### config.mk
export PLATFORM = sky130hd
export DESIGN_NAME = adder_bist
export DESIGN_NICKNAME = d
export VERILOG_FILES = /design/src/rtl/adder_bist.sv
export SDC_FILE = /design/constraint.sdc
export NUM_CORES = 1
export LEC_CHECK = 0
export BUFFER_PORTS_ARGS = -buffer_cell sky130_fd_sc_hd__buf_4
export CAP_MARGIN = 20
export CORE_ASPECT_RATIO = 2
export CORE_MARGIN = 8
export CORE_UTILIZATION = 53
export DETAILED_ROUTE_END_ITERATION = 12
export GPL_TIMING_DRIVEN = 0
export PLACE_DENSITY_LB_ADDON = 0.1
export RECOVER_POWER = 100
export SYNTH_ARGS = -nofsm -noshare
export SYNTH_HDL_FRONTEND = slang
export SYNTH_SLANG_ARGS = --single-unit
### constraint.sdc
create_clock -name clk -period 3.66 [get_ports clk]
set_input_delay 0.366 -clock clk [delete_from_list [all_inputs] [get_ports clk]]
set_output_delay 0.366 -clock clk [all_outputs]
set_load 0.05 [all_outputs]
### src/rtl/adder_bist.sv
// adder_bist: self-checking stimulus/compare harness for an N-bit adder DUV.
// Define ADDER_BIST_PG_CHECK_EN to add prop_duv/gen_duv inputs and check them too.
module adder_bist #(
  parameter int N = 16,
  parameter int NUM_VECTORS = 30000,
  parameter int DUV_LAT = 0,
  parameter logic [63:0] SEED = 64'h0123_4567_89AB_CDEF
) (
  input  logic          clk,
  input  logic          rst_n,
  input  logic          start,
  output logic [N-1:0]  a,
  output logic [N-1:0]  b,
  output logic          cin,
  input  logic [N-1:0]  s_duv,
  input  logic          cout_duv,
`ifdef ADDER_BIST_PG_CHECK_EN
  input  logic          prop_duv,
  input  logic          gen_duv,
`endif
  output logic          busy,
  output logic          done,
  output logic          pass,
  output logic [15:0]   err_count,
  output logic [31:0]   vec_count,
  output logic [31:0]   first_fail_idx
);
  // Expected entry: {valid, vector index, gen, prop, cout, sum}
  localparam int EW = N + 3;
  localparam int PW = EW + 33;
  localparam logic [N-1:0] ALT = N'({N{2'b01}});
  typedef enum logic [1:0] {IDLE, RUN, DRAIN, DONE} state_t;
  state_t        r_state;
  logic [63:0]   r_x;
  logic          r_v;
  logic [3:0]    r_dc;
  logic [63:0]   w_x1, w_x2, w_x3;
  logic [N:0]    w_ab, w_sum;
  logic [N-1:0]  w_va, w_vb;
  logic          w_vc, w_mis;
  logic [PW-1:0] w_e0, w_t;
  logic [EW-1:0] w_act;
  assign w_x1 = r_x ^ (r_x << 13);
  assign w_x2 = w_x1 ^ (w_x1 >> 7);
  assign w_x3 = w_x2 ^ (w_x2 << 17);
  assign w_va = vec_count == 32'd0 ? '0 : vec_count < 32'd3 ? '1 :
                vec_count == 32'd3 ? ALT : w_x3[N-1:0];
  assign w_vb = vec_count < 32'd2 ? '0 : vec_count == 32'd2 ? '1 :
                vec_count == 32'd3 ? ~ALT : w_x3[2*N-1:N];
  assign w_vc = vec_count == 32'd0 ? 1'b0 : vec_count < 32'd4 ? 1'b1 : w_x3[63];
  assign w_ab = {1'b0, a} + {1'b0, b};
  assign w_sum = w_ab + {{N{1'b0}}, cin};
  assign w_e0 = {r_v, vec_count - 32'd1, w_ab[N], &(a ^ b), w_sum};
  generate
    if (DUV_LAT == 0) begin : g_comb
      assign w_t = w_e0;
    end else begin : g_pipe
      logic [PW-1:0] r_p [DUV_LAT];
      always_ff @(posedge clk) begin
        r_p[0] <= rst_n ? w_e0 : '0;
        for (int i = 1; i < DUV_LAT; i++) r_p[i] <= rst_n ? r_p[i-1] : '0;
      end
      assign w_t = r_p[DUV_LAT-1];
    end
  endgenerate
`ifdef ADDER_BIST_PG_CHECK_EN
  assign w_act = {gen_duv, prop_duv, cout_duv, s_duv};
`else
  assign w_act = {w_t[N+2:N+1], cout_duv, s_duv};
`endif
  assign w_mis = w_t[PW-1] && (w_act != w_t[EW-1:0]);
  assign busy = r_state == RUN || r_state == DRAIN;
  assign done = r_state == DONE;
  assign pass = done && err_count == 16'd0;
  always_ff @(posedge clk) begin
    if (!rst_n) begin
      r_state <= IDLE;
      a <= '0;
      b <= '0;
      cin <= 1'b0;
      r_x <= SEED;
      r_v <= 1'b0;
      r_dc <= '0;
      err_count <= '0;
      vec_count <= '0;
      first_fail_idx <= '1;
    end else begin
      r_v <= r_state == RUN;
      if (w_mis && err_count != 16'hFFFF) err_count <= err_count + 16'd1;
      if (w_mis && first_fail_idx == '1) first_fail_idx <= w_t[PW-2:EW];
      case (r_state)
        IDLE, DONE: if (start) begin
          r_state <= RUN;
          r_x <= SEED;
          err_count <= '0;
          vec_count <= '0;
          first_fail_idx <= '1;
        end
        RUN: begin
          a <= w_va;
          b <= w_vb;
          cin <= w_vc;
          if (vec_count >= 32'd4) r_x <= w_x3;
          vec_count <= vec_count + 32'd1;
          if (vec_count == 32'(NUM_VECTORS - 1)) begin
            r_state <= DRAIN;
            r_dc <= '0;
          end
        end
        DRAIN: begin
          if (r_dc == 4'(DUV_LAT)) r_state <= DONE;
          else r_dc <= r_dc + 4'd1;
        end
      endcase
    end
  end
endmodule
After elaboration in Yosys (flattened, before gate mapping)
Index checks and enable logic that the tools add are counted.

operators by class
  add/subtract/negate cells = 6
  magnitude comparators = 4
  equality and inequality tests = 14
  mux-type cells = 26
  bitwise gates (word level) = 3
  reductions and logical operators = 16

operators by type and width
  cell                     number
  $mux W16                 9
  $mux W32                 4
  $mux W64                 2
  $pmux W64 S2             1
  $xor A64 B64 Y64         2
  $eq A32 B2 Y1 const B    2
  $lt A32 B2 Y1 const B    2
  $pmux W32 S2             1
  $xor A64 B57 Y64         1
  $add A32 B1 Y32 const B  1
  $eq A32 B15 Y1 const B   1
  $eq A32 B32 Y1 const B   1
  $ge A32 B3 Y1 const B    1
  $logic_not A32 Y1        1
  $lt A32 B3 Y1 const B    1
  $sub A32 B1 Y32 const B  1
  $add A16 B16 Y17         1
  $add A17 B1 Y17          1
  $ne A17 B17 Y1           1
  $add A16 B1 Y16 const B  1
  $logic_not A16 Y1        1
  $ne A16 B16 Y1 const B   1
  $reduce_and A3 Y1        3
  $mux W4                  2
  other kinds (16)         27

storage, ports and cells
  register bits = 184
  bits of input ports = 20
  output and inout port bits = 116
  word-level logic and storage cells = 79

Logic depth before layout (Yosys ltp)
Gate-level depths: netlist of run 1.

  depth after elaboration = 8
  depth in mapped cells = 13
  gate-level depth less buffers = 12

Worst setup path before layout of run 1
No wires, ideal clock.

  path kind = reg2reg
  start = register a[0]
  end = register err_count[13]
  library setup time = 0.132 ns
  arrival time = 3.710 ns
  data required time = 3.528 ns
  slack = -0.182 ns
  cell stages (with the launch flop) = 14
  buffers on the path = 1
  period minus slack after synthesis = 3.842 ns
  cells stage by stage = dfxtp_1 inv_1 fa_1 inv_1 fa_1 xnor2_1 nand2_1 or4_1 or4_1 nor4b_1 and4b_2 buf_2 or4_1 a21oi_1

between the ends
  word-level cells in the longest chain between the ends = 8

RTL lines
  element                 line  source
  start, declared         12    output logic [N-1:0] a,
  start signal, assigned  100   a <= w_va;
  $add A16 B16 Y17 *      51    assign w_ab = {1'b0, a} + {1'b0, b};
  $add A17 B1 Y17 *       52    assign w_sum = w_ab + {{N{1'b0}}, cin};
  $ne A17 B17 Y1 *        71    assign w_mis = w_t[PW-1] && (w_act != w_t[EW-1:0]);
  $logic_and A1 B1 Y1 *   71
  $logic_and A1 B1 Y1 *   89    if (w_mis && err_count != 16'hFFFF) err_count <= err_count + 16'd1;
  $mux W16 *              89
  $mux W16                92    IDLE, DONE: if (start) begin
  $mux W16 *              91    case (r_state)
  end signal, assigned    89
  end, declared           24    output logic [15:0] err_count,

Mark *: on every way between the ends. The rest lies on a longest branch, timed or not.
A chain may end at the register's enable or synchronous reset.

Final worst setup path of run 1
  start = register b[0]
  end = register err_count[14]

between the ends
  word-level cells in the longest chain between the ends = 8

RTL lines
  element                 line  source
  start, declared         13    output logic [N-1:0] b,
  start signal, assigned  101   b <= w_vb;
  $add A16 B16 Y17 *      51
  $add A17 B1 Y17 *       52
  $ne A17 B17 Y1 *        71
  $logic_and A1 B1 Y1 *   71
  $logic_and A1 B1 Y1 *   89
  $mux W16 *              89
  $mux W16                92
  $mux W16 *              91

Marked as above.

==> metrics, run 1 <==
Setup Viol. Count Final 0; Post-Syn Area 0.0108 mm2; first-pass GRT wire length 53800 um; IR Drop Worst-Case VDD 0.502 mV; num ports 136; sequential power share 28.6%; number of flops mapped to enable cells by yosys 0; largest net degree at the start of global routing 17; Port-buffer cells 135; routability congestion estimate 0.978; delay-heaviest family, CP simple AND/OR/NAND/NOR gates; post-route setup slack 0.0864 ns; Clock Power Share 21.1%; WL/cell 19.6 um; Worst-Margin Slew 0.805 ns; Pwr Density 694 mW/mm2; CP bufs+invs 3; Internal Power 4.87 mW; drt total wl 34600 um; critical path arrival 3.96 ns; clock root buffer clkbuf_16; Top Layer Used met4; crit path kind reg -> reg; P_sw 4.00 mW; Worst Path Required 4.05 ns; initial antenna violation count 0; total CTS buffers 17; share of cells above drive strength 1 13.8%; CTS tree done; leakage 4.84 nW; CORE AREA 0.0202 mm2; CP Cell Sequence inv_2 > fa_2 > inv_2 > fa_1 > a211oi_2 > o21ai_1 > a32o_1 > or4_4 > nor4b_4 > and4b_4 > buf_6 > o31ai_1 > a21oi_1; Crit path largest cell delay 0.50 ns; Rows 74; Slew HR 45.9%; Final Hold Viols 0; Startpoint Class flip-flop; Crit-path slowest cell or4_4; die area 0.0254 mm2; status finished, final reports clean; WL met3 2490 um; hpwl dp 26600 um; synth warn 0; Clock Sinks 184; metal2 WL 16400 um; Die W 117 um; fin crit share 97.6%; synth unique cells 73; CTS max path bufs 2; vias per cell 5.89; Place WS -0.151 ns; Layout area overhead 18.8%; setup TNS 0 ns; Gate Count Post-Synth 1332; vias 10400; fin nets 1539; CP endpoint kind flip-flop; htree depth 4; Die Span Y 218 um; Fmax 280 MHz; syn nets 1381; initial DRC count 892; All-Layer GR Usage 27.5%; drt pass-1 iters 6; Critical Path Most Common Cell inv_2; top_reg_cell synth dfxtp_1; final setup skew 0.00945 ns; combinational power share 50.3%; Initial Util 53.3%; fillers 1872; DRC viols 0; grt total ovfl 0; Sw Ratio 45.1%; Seq cells post-synth 184; minimum clock period 3.57 ns; Post-Route M1 WL 14300 um; Max Cap Viol 0; Avg Cell Area, Syn 8.08 um2; # diodes 0; Final ANT Viol Nets 0; Seq/Total Area, Yosys 34.2%; HP Class in -> reg; ys async rst share 0%; Clock transition at path regs 0.07 ns; Slew Viols, Final 0; vias in the first global route 9972; clk_lat worst skew 0.46 ns; crit-path max FO 8; unrepaired setup endpoints after global routing true
## worst paths after layout
check / startpoint / endpoint / slack (ns) / depth (start not counted)
max reg2reg: b[0] / err_count[14] / 0.09 / 13
min reg2reg: r_x[55] / r_x[55] / 0.48 / 2
max: b[0] / err_count[14] / 0.09 / 13
min: rst_n / r_x[26] / 0.31 / 3
## placed cells by master, fill, tap and decap left out, types with 27 or more instances in the layout
master / netlist / final
dfxtp_1: 184 / 181
xnor2_1: 169 / 169
nand2_1: 129 / 129
buf_4: 1 / 127
nor2_1: 117 / 117
a21oi_1: 112 / 111
o21ai_0: 81 / 81
clkbuf_1: 63 / 74
nand3_1: 73 / 73
xor2_1: 65 / 65
nor3_1: 28 / 28
nand4_1: 27 / 27
ha_1: 27 / 27
## synthesized netlist by cell type (3+ instances only)
library cell	n	share of area, %
o211a_1	5	0.46
nand4_1	27	1.6
o21a_1	6	0.42
nand2_1	129	4.5
nor4b_1	5	0.41
and2_1	8	0.46
o211ai_1	12	0.84
and3_1	10	0.58
o22ai_1	3	0.17
nand3_1	73	3.4
nor3_1	28	1.3
a31oi_1	8	0.46
xnor2_1	169	14
dfxtp_1	184	34
buf_2	6	0.28
o21ai_0	81	3.8
nand2b_1	12	0.70
o221ai_1	3	0.24
o21ai_1	10	0.46
a211oi_1	8	0.56
xor2_1	65	5.3
nor2_1	117	4.1
nand4b_1	4	0.33
nor2b_1	3	0.17
ha_1	27	3.1
clkbuf_1	63	2.2
o31ai_1	10	0.70
nor4_1	9	0.52
nand3b_1	5	0.35
or3_1	21	1.2
a21oi_1	112	5.2
a21o_1	10	0.70
nor3b_1	3	0.21
mux2i_1	3	0.28
o31a_1	6	0.49
inv_1	22	0.77
a21boi_0	6	0.42
buf_1	4	0.14
or4_1	13	0.91
## power groups by stage
stage	Clock, mW	Combinational, mW	Sequential (mW)
3_5_place_dp	0	4.35	2.58
2_1_floorplan	0	2.96	2.74
5_1_grt	1.98	4.79	2.56
4_1_cts	1.90	4.39	2.53
6_report	1.88	4.47	2.53
3_3_place_gp	0	4.30	2.57
## layout make-up
class / instances / area [um2] / share of cell area [%]
timing repair buffer: 139 / 1020 / 7.95
tap: 266 / 333 / 2.60
clock buffer: 20 / 458 / 3.58
sequential: 184 / 3690 / 28.9
inverter: 24 / 90.1 / 0.704
clock inverter: 12 / 123 / 0.959
buffer: 77 / 324 / 2.53
multi-input combinational: 1047 / 6750 / 52.8
## through the flow
step / utilization [%] / power (mW) / hold WS, ns / std cells / instance area, um2
2_1_floorplan: - / 5.70 / 0.445 / 1332 / 10800
6_report: 63.4 / 8.88 / 0.313 / 1769 / 12800
5_1_grt: 63.4 / 9.32 / 0.293 / 1769 / 12800
3_5_place_dp: 60.0 / 6.93 / 0.471 / 1733 / 12100
3_3_place_gp: 60.0 / 6.87 / 0.454 / 1733 / 12100
4_1_cts: 63.2 / 8.82 / 0.286 / 1769 / 12800
## metal layers
layer  track usage [%]  vias to the layer above
met5                 0                        -
met4              13.9                        0
met3              4.83                       82
met2              43.9                      409
met1              34.4                     4955
li1                  -                     4965
## worst min-delay path: cells and delay by family
kind	cells	cell delay, ns
buffers and inverters	2	0.25
AO/OA/AOI/OAI	1	0.12
## sequential cells by signal (all words and copies together) (netlist names)
name and count:
r_x 64, first_fail_idx 32, vec_count 32, a 16, b 16, err_count 16
r_dc 4, r_state 2, cin 1, r_v 1
## cell families after synthesis
kind of cell               count (synthesis)  synth area share [%]
and+or+nand+nor                          478                  21.8
AOI/OAI and AO/OA                        299                  16.6
xor gates and xnor gates                 238                  19.8
DFF                                      184                  34.2
buffers and inverters                    101                  3.78
adders and majority gates                 29                  3.51
muxes                                      3                 0.279
## timing repair
| item | CTS | global route |
|---|---|---|
| hold buffers | 0 | 0 |
| endpoints found under the setup margin | 19 | 56 |
| gates cloned | 3 | 0 |
| hold endpoints to repair | 0 | 0 |
| pin swaps | 5 | 19 |
| gates resized for setup | 11 | 20 |
| buffers inserted | 1 | 0 |
Power figures use the tool's default switching activity.
==> inputs of run 2 (changes only) <==
CORE_MARGIN = not set   (was 8)
PLACE_DENSITY_LB_ADDON = 0.3   (was 0.1)
==> run 2 against run 1 <==
Against the previous run: via count up 0.32%; critical path depth stayed put; worst setup slack better by 0.037 ns; core utilization down 0.82 points; clock-buffer cell count is 2 lower; critical path type unchanged; highest routed layer unchanged; total power increased by 0.24%; cell count fell by 0.17%; first-iteration DRC count fell by 51%; clock power shrank 2%; die area shrank 18%; flip-flop and latch count unchanged.
==> metrics, run 2 (synthesis results as in run 1) <==
Slew Viols, Final 0 (unchanged); Initial Util 54.1% (+0.73 points); RR Startpoint a[0]; drt pass-1 iters 5 (-1); Clock Power Share 20.7% (-0.4 points); Port-buffer cells 135 (unchanged); WL/cell 20.8 um (+6.0%); Worst Reg-to-Reg Cells 13 (unchanged); fin crit share 96.6% (-1.0 points); met3 Track Usage GR 5.07% (+0.25 points); Hold-fix buffers, CTS 0 (unchanged); htree depth 4 (unchanged); routability congestion estimate 0.982 (+0.35%); clock root buffer clkbuf_16; Startpoint Class flip-flop; status finished, final reports clean; WHS Path Cells 3 (unchanged); drt total wl 36700 um (+5.9%); Die Span Y 204 um (-6.4%); IR Drop Worst-Case VDD 0.586 mV (+17%); post-placement cell area 0.0121 mm2 (about the same); vias per cell 5.91 (+0.49%); crit path kind reg -> reg; CTS max path bufs 2 (unchanged); # diodes 0 (unchanged); Final Hold Viols 0 (unchanged); critical path arrival 3.86 ns (-0.10 ns); vias 10400 (+0.32%); combinational power share 50.7% (+0.4 points); Slew HR 31.6% (-14 points); Internal Power 4.73 mW (-3.0%); initial antenna violation count 0 (unchanged); minimum clock period 3.54 ns (-0.0367 ns); clk_lat worst skew 0.44 ns (-0.02 ns); R2R Setup Slk 0.12 ns (+0.04 ns); Die W 103 um (-12%); total power 8.90 mW (+0.24%); Setup Viol. Count Final 0 (unchanged); initial DRC count 439 (-51%); met2 usage 67.5% (+24 points); leakage 4.50 nW (-7.1%); Hold EP r_x[20]; crit-path max FO 8 (unchanged); All-Layer GR Usage 35.8% (+8.3 points); P_sw 4.17 mW (+4.2%); largest net degree at the start of global routing 18 (+1); Fmax 283 MHz (+1.0%); Max Cap Viol 0 (unchanged); hpwl dp 28900 um (+8.4%); sequential power share 28.6% (about the same); CP endpoint kind flip-flop; Worst Path Required 3.98 ns (-0.07 ns); Pwr Density 714 mW/mm2 (+3.0%); commonest non-fill, non-tap cell in the layout dfxtp_1; Worst-Margin Slew 1.02 ns (+0.213 ns); Sw Ratio 46.9% (+1.8 points); Reg with most FFs r_x; DRC viols 0 (unchanged); final hold slack 0.387 ns (+0.0736 ns); CTS tree done; CORE AREA 0.0199 mm2 (-1.4%); final setup skew 0.0131 ns (+0.00369 ns); most frequent cells in the layout dfxtp_1 (181), xnor2_1 (169), clkbuf_1 (161), nand2_1 (129), nor2_1 (117); vias in the first global route 10200 (+2.3%); die area 0.0209 mm2 (-18%); num ports 136 (unchanged); hold wc startpoint rst_n; Final ANT Viol Nets 0 (unchanged); worst reg2reg endpoint err_count[12]; unrepaired setup endpoints after global routing true; Largest regs r_x (64), first_fail_idx (32), vec_count (32); Most Crowded Layer GR met2; Clock transition at path regs 0.07 ns (about the same); met1 GRT Util 32.1% (-2.3 points); first-pass GRT wire length 55200 um (+2.5%); HP Class in -> reg; grt total ovfl 0 (unchanged); share of cells above drive strength 1 7.71% (-6.1 points); Rows 73 (-1.4%); Clock Sinks 184 (unchanged); Layout area overhead 15.7%; fin nets 1540 (+0.065%); total CTS buffers 17 (unchanged); max reg flops 64 (unchanged); Final Cell Area 0.0125 mm2 (-2.6%)
run 2: cell types whose count changed in the layout (fill, tap and decap cells not counted), moves of 2 or more:
cell	before	now
buf_4	127	40
clkbuf_1	74	161
clkinv_2	6	1
clkinvlp_4	2	5
inv_8	0	2
o21ai_1	6	9
o21ai_2	5	2
o31ai_2	2	0
o31ai_4	1	3
run 2: final cells by class:
type	count	area, um2
Clock inverter	14	144
Sequential cell	184	3690
Timing Repair Buffer	140	694
Buffer	77	324
Clock buffer	18	429
Inverter	24	90.1
Multi-Input combinational cell	1047	6750
Fill cell	1965	7460
Tap cell	262	328
run 2: metrics by stage:
stage               utilization, %  instances  TNS [ns]  setup WS (ns)
finish                        62.5       1766         0          0.123
global route                  62.5       1766   -0.0489        -0.0195
CTS                           64.0       1764         0        0.00235
detailed placement            60.8       1729     -5.33         -0.226
global placement              60.8       1729     -2.64         -0.208
floorplan                        -       1332         0         0.0322
run 2: worst max path at each step:
stage / slack (ns) / cells after the start / to / startpoint
2_1_floorplan: 0.03 / 13 / err_count[13] / b[0]
3_3_place_gp: -0.21 / 13 / err_count[13] / b[0]
3_5_place_dp: -0.23 / 13 / err_count[13] / b[0]
4_1_cts: 0.002 / 13 / err_count[9] / a[0]
5_1_grt: -0.02 / 13 / err_count[2] / a[0]
6_report: 0.12 / 13 / err_count[12] / a[0]
run 2: power by group through the flow:
stage | registers [mW] | logic, mW | clock network [mW]
floorplan | 2.74 | 2.96 | 0
global placement | 2.58 | 4.44 | 0
detailed placement | 2.59 | 4.45 | 0
CTS | 2.54 | 4.50 | 1.85
global route | 2.57 | 4.82 | 1.93
finish | 2.55 | 4.51 | 1.84
run 2: layer usage:
metal  share of wire, %  vias up
met3                4.1      160
met1                 33     4933
met2                 54      390
li1                   -     4961
met4                9.4        0
met5                  0        -
run 2: what timing repair did:
item                                    CTS  global route
hold endpoints to repair                  0             0
gates cloned                              2             1
pin swaps                                 3             9
gates resized for setup                   7            21
endpoints found under the setup margin   46            54
setup buffers                             1             1
run 2: critical path: stages, from the launching register on:
cell	delay, ns
dfxtp_4	0.35
inv_2	0.04
fa_2	0.38
inv_2	0.06
fa_1	0.41
xnor2_1	0.16
nand2_1	0.09
or4_1	0.50
or4_4	0.46
nor4b_4	0.24
and4b_4	0.37
buf_6	0.17
nand3b_1	0.11
a21oi_1	0.07
==> inputs of run 3 (changes only) <==
ABC_AREA = 1   (was not set)
CORE_UTILIZATION = 54   (was 53)
PLACE_DENSITY = 0.78   (was not set)
PLACE_DENSITY_LB_ADDON = not set   (was 0.3)
==> run 3 against run 2 <==
Against the previous run: combinational power grew 47%; clock skew shrank 0.0066 ns; critical path depth grew 2; largest cell class unchanged.
==> metrics, run 3 <==
status finished, final reports clean; Worst Path Required 4.05 ns (+0.07 ns); Synth top cells by count nand2_1 (322), dfxtp_1 (184), inv_1 (146); drt pass-1 iters 5 (unchanged); WL met3 1630 um (+7.0%); IR Drop Worst-Case VDD 0.725 mV (+24%); most frequent cells in the layout nand2_1 (323), dfxtp_1 (184), clkbuf_1 (153), inv_1 (146), nand3_1 (133); Final ANT Viol Nets 0 (unchanged); share of cells above drive strength 1 7.30% (-0.41 points); Top Layer Used met4; Post-Syn Area 0.0113 mm2 (+5.0%); WL/cell 18.0 um (-13%); Max Cap Viol 0 (unchanged); Yosys top cell area share 32.6% (-1.6 points); crit-path max FO 9 (+1); R2R Setup Slk 0.25 ns (+0.13 ns); Worst Reg-to-Reg Cells 15 (+2); clk_lat worst skew 0.45 ns (about the same); syn nets 1621 (+17%); num ports 136 (unchanged); synth warn 0 (unchanged); Gate Count Post-Synth 1572 (+18%); vias 11100 (+6.4%); vias per cell 5.54 (-6.4%); initial antenna violation count 0 (unchanged); Crit-path slowest cell clkbuf_1; CP endpoint kind flip-flop; Clock Sinks 184 (unchanged); Port-buffer cells 135 (unchanged); Die Span Y 207 um (+1.5%); vias in the first global route 11000 (+8.2%); Setup Viol. Count Final 0 (unchanged); Register Area 0.00368 mm2 (-0.24%); Final Hold Viols 0 (unchanged); hpwl dp 28800 um (-0.30%); Fmax 293 MHz (+3.7%); total power 11.3 mW (+27%); setup TNS 0 ns (unchanged); All-Layer GR Usage 34.2% (-1.5 points); Initial Util 55.2% (+1.2 points); Crit path largest cell delay 0.59 ns (+0.09 ns); crit path kind reg -> reg; first-pass GRT wire length 56100 um (+1.6%); Post-CTS Setup Inserts 0 (-1); clock root buffer clkbuf_16; final setup skew 0.00656 ns (-0.00658 ns); Layout area overhead 12.7%; Clock transition at path regs 0.07 ns (about the same); CORE AREA 0.0205 mm2 (+2.8%); minimum clock period 3.41 ns (-0.127 ns); Largest regs r_x (64), first_fail_idx (32), vec_count (32); initial DRC count 497 (+13%); CP Cell Sequence inv_1 > ha_1 > clkbuf_1 > nand2_4 > nand2_4 > nand4_2 > nor2_1 > nand2_1 > nor2_1 > nand2_1 > nor3_1 > nand3_1 > nor2_1 > a21oi_1 > a21oi_1; die area 0.0215 mm2 (+3.0%); unrepaired setup endpoints after global routing false; Reg with most FFs r_x; Avg Cell Area, Syn 7.19 um2 (-11%); drt total wl 36100 um (-1.6%); Rows 74 (+1.4%); commonest non-fill, non-tap cell in the layout nand2_1; Synth area leader dfxtp_1; largest net degree at the start of global routing 18 (unchanged); fillers 2096 (+6.7%); Slew HR 34.0% (+2.4 points); Worst setup startpoint r_state[1]; Critical Path End vec_count[28]; Slew Viols, Final 0 (unchanged); max reg flops 64 (unchanged); RR Startpoint r_state[1]; CTS tree done; multi-input logic area 0.00664 mm2 (-1.7%); Pwr Density 887 mW/mm2 (+24%); most frequent cell after synthesis nand2_1; CTS max path bufs 2 (unchanged); Hold-fix buffers, CTS 0 (unchanged); critical path arrival 3.80 ns (-0.06 ns); Startpoint Class flip-flop; Post-Route M1 WL 11600 um (-2.5%); leakage 5.40 nW (+20%); fin crit share 93.2% (-3.5 points); Seq cells post-synth 184 (unchanged); number of flops mapped to enable cells by yosys 0 (unchanged); routability congestion estimate 1.00 (+2.3%); HP Class in -> reg; Critical Path Most Common Cell nor2_1; ys async rst share 0% (unchanged); post_cts resized 0 (-7); top_reg_cell synth dfxtp_1; htree depth 4 (unchanged); DRC viols 0 (unchanged); Die W 104 um (+1.5%); fin nets 1776 (+15%); Worst-Margin Slew 0.986 ns (-0.0319 ns); grt total ovfl 0 (unchanged); synth unique cells 51 (-30%); worst reg2reg endpoint vec_count[28]; Seq/Total Area, Yosys 32.6% (-1.6 points); metal2 WL 19300 um (-2.6%); total CTS buffers 17 (unchanged); top cells by area, synth dfxtp_1 (33%), nand2_1 (11%), xnor2_1 (9.3%), xor2_1 (6.4%), nand3_1 (5.8%)
==> run 3: cell count changes after synthesis, sizes merged, moves of 16 or more <==
cell / before / now
xnor2: 169 / 120
nor2: 118 / 149
nor3: 28 / 49
nand3: 73 / 136
clkbuf: 64 / 34
xor2: 66 / 82
or3: 21 / 0
nand2: 129 / 328
o21ai: 92 / 64
inv: 23 / 162
==> run 3: worst min-delay path by stage <==
| stage | depth (start not counted) | slack [ns] | startpoint | endpoint |
|---|---|---|---|---|
| floorplan | 2 | 0.45 | r_x[53] | r_x[53] |
| detailed placement | 2 | 0.46 | r_x[56] | r_x[56] |
| finish | 3 | 0.27 | start | vec_count[1] |
| global route | 3 | 0.31 | start | vec_count[1] |
| global placement | 2 | 0.46 | r_x[63] | r_x[63] |
| CTS | 3 | 0.26 | start | vec_count[1] |
==> run 3: kinds of logic after synthesis <==
| family | share of synthesized area, % |
|---|---|
| AO/OA/AOI/OAI | 10.3 |
| buffers and inverters | 8.36 |
| XOR/XNOR | 15.9 |
| flip-flops | 32.6 |
| AND/OR/NAND/NOR | 29.5 |
| adder cells (fa/ha/maj) | 3.34 |
==> run 3: power breakdown <==
part	internal, mW	switching (mW)	total, mW
clock network	0.952	0.870	1.82
logic	2.05	4.60	6.65
registers	2.40	0.428	2.83
==> run 3: worst max-delay path: cells and delay by family (launching register included) <==
| kind | cells | cell delay, ns |
|---|---|---|
| adder cells (fa/ha/maj) | 1 | 0.14 |
| buffers and inverters | 2 | 0.69 |
| flip-flops | 1 | 0.33 |
| AND/OR/NAND/NOR | 10 | 2.00 |
| AO/OA/AOI/OAI | 2 | 0.18 |
==> run 3: metal layers <==
layer	global-route usage [%]	vias up
met1	28.7	5058
met3	6.00	191
li1	-	5452
met2	66.0	409
met4	33.7	0
met5	0	-
==> run 3: cell type report <==
cell class | instances | share of cell area (%)
antenna | 1 | 0.0197
clock buffer | 17 | 3.34
multi-input combinational | 1167 | 52.1
timing repair buffer | 136 | 4.58
tap | 266 | 2.61
sequential | 184 | 28.9
clock inverter | 15 | 1.14
inverter | 162 | 4.84
buffer | 59 | 2.43
==> run 3: through the flow <==
| step | cell area (um2) | utilization, % | cells | worst slack, ns | hold WS [ns] |
|---|---|---|---|---|---|
| finish | 12700 | 62.2 | 2007 | 0.250 | 0.265 |
| global route | 12700 | 62.2 | 2006 | 0.0458 | 0.309 |
| CTS | 13200 | 64.6 | 2005 | 0.379 | 0.260 |
| detailed placement | 12600 | 61.8 | 1973 | 0.390 | 0.463 |
| global placement | 12600 | 61.8 | 1973 | 0.447 | 0.459 |
| floorplan | 11300 | - | 1572 | 0.682 | 0.449 |
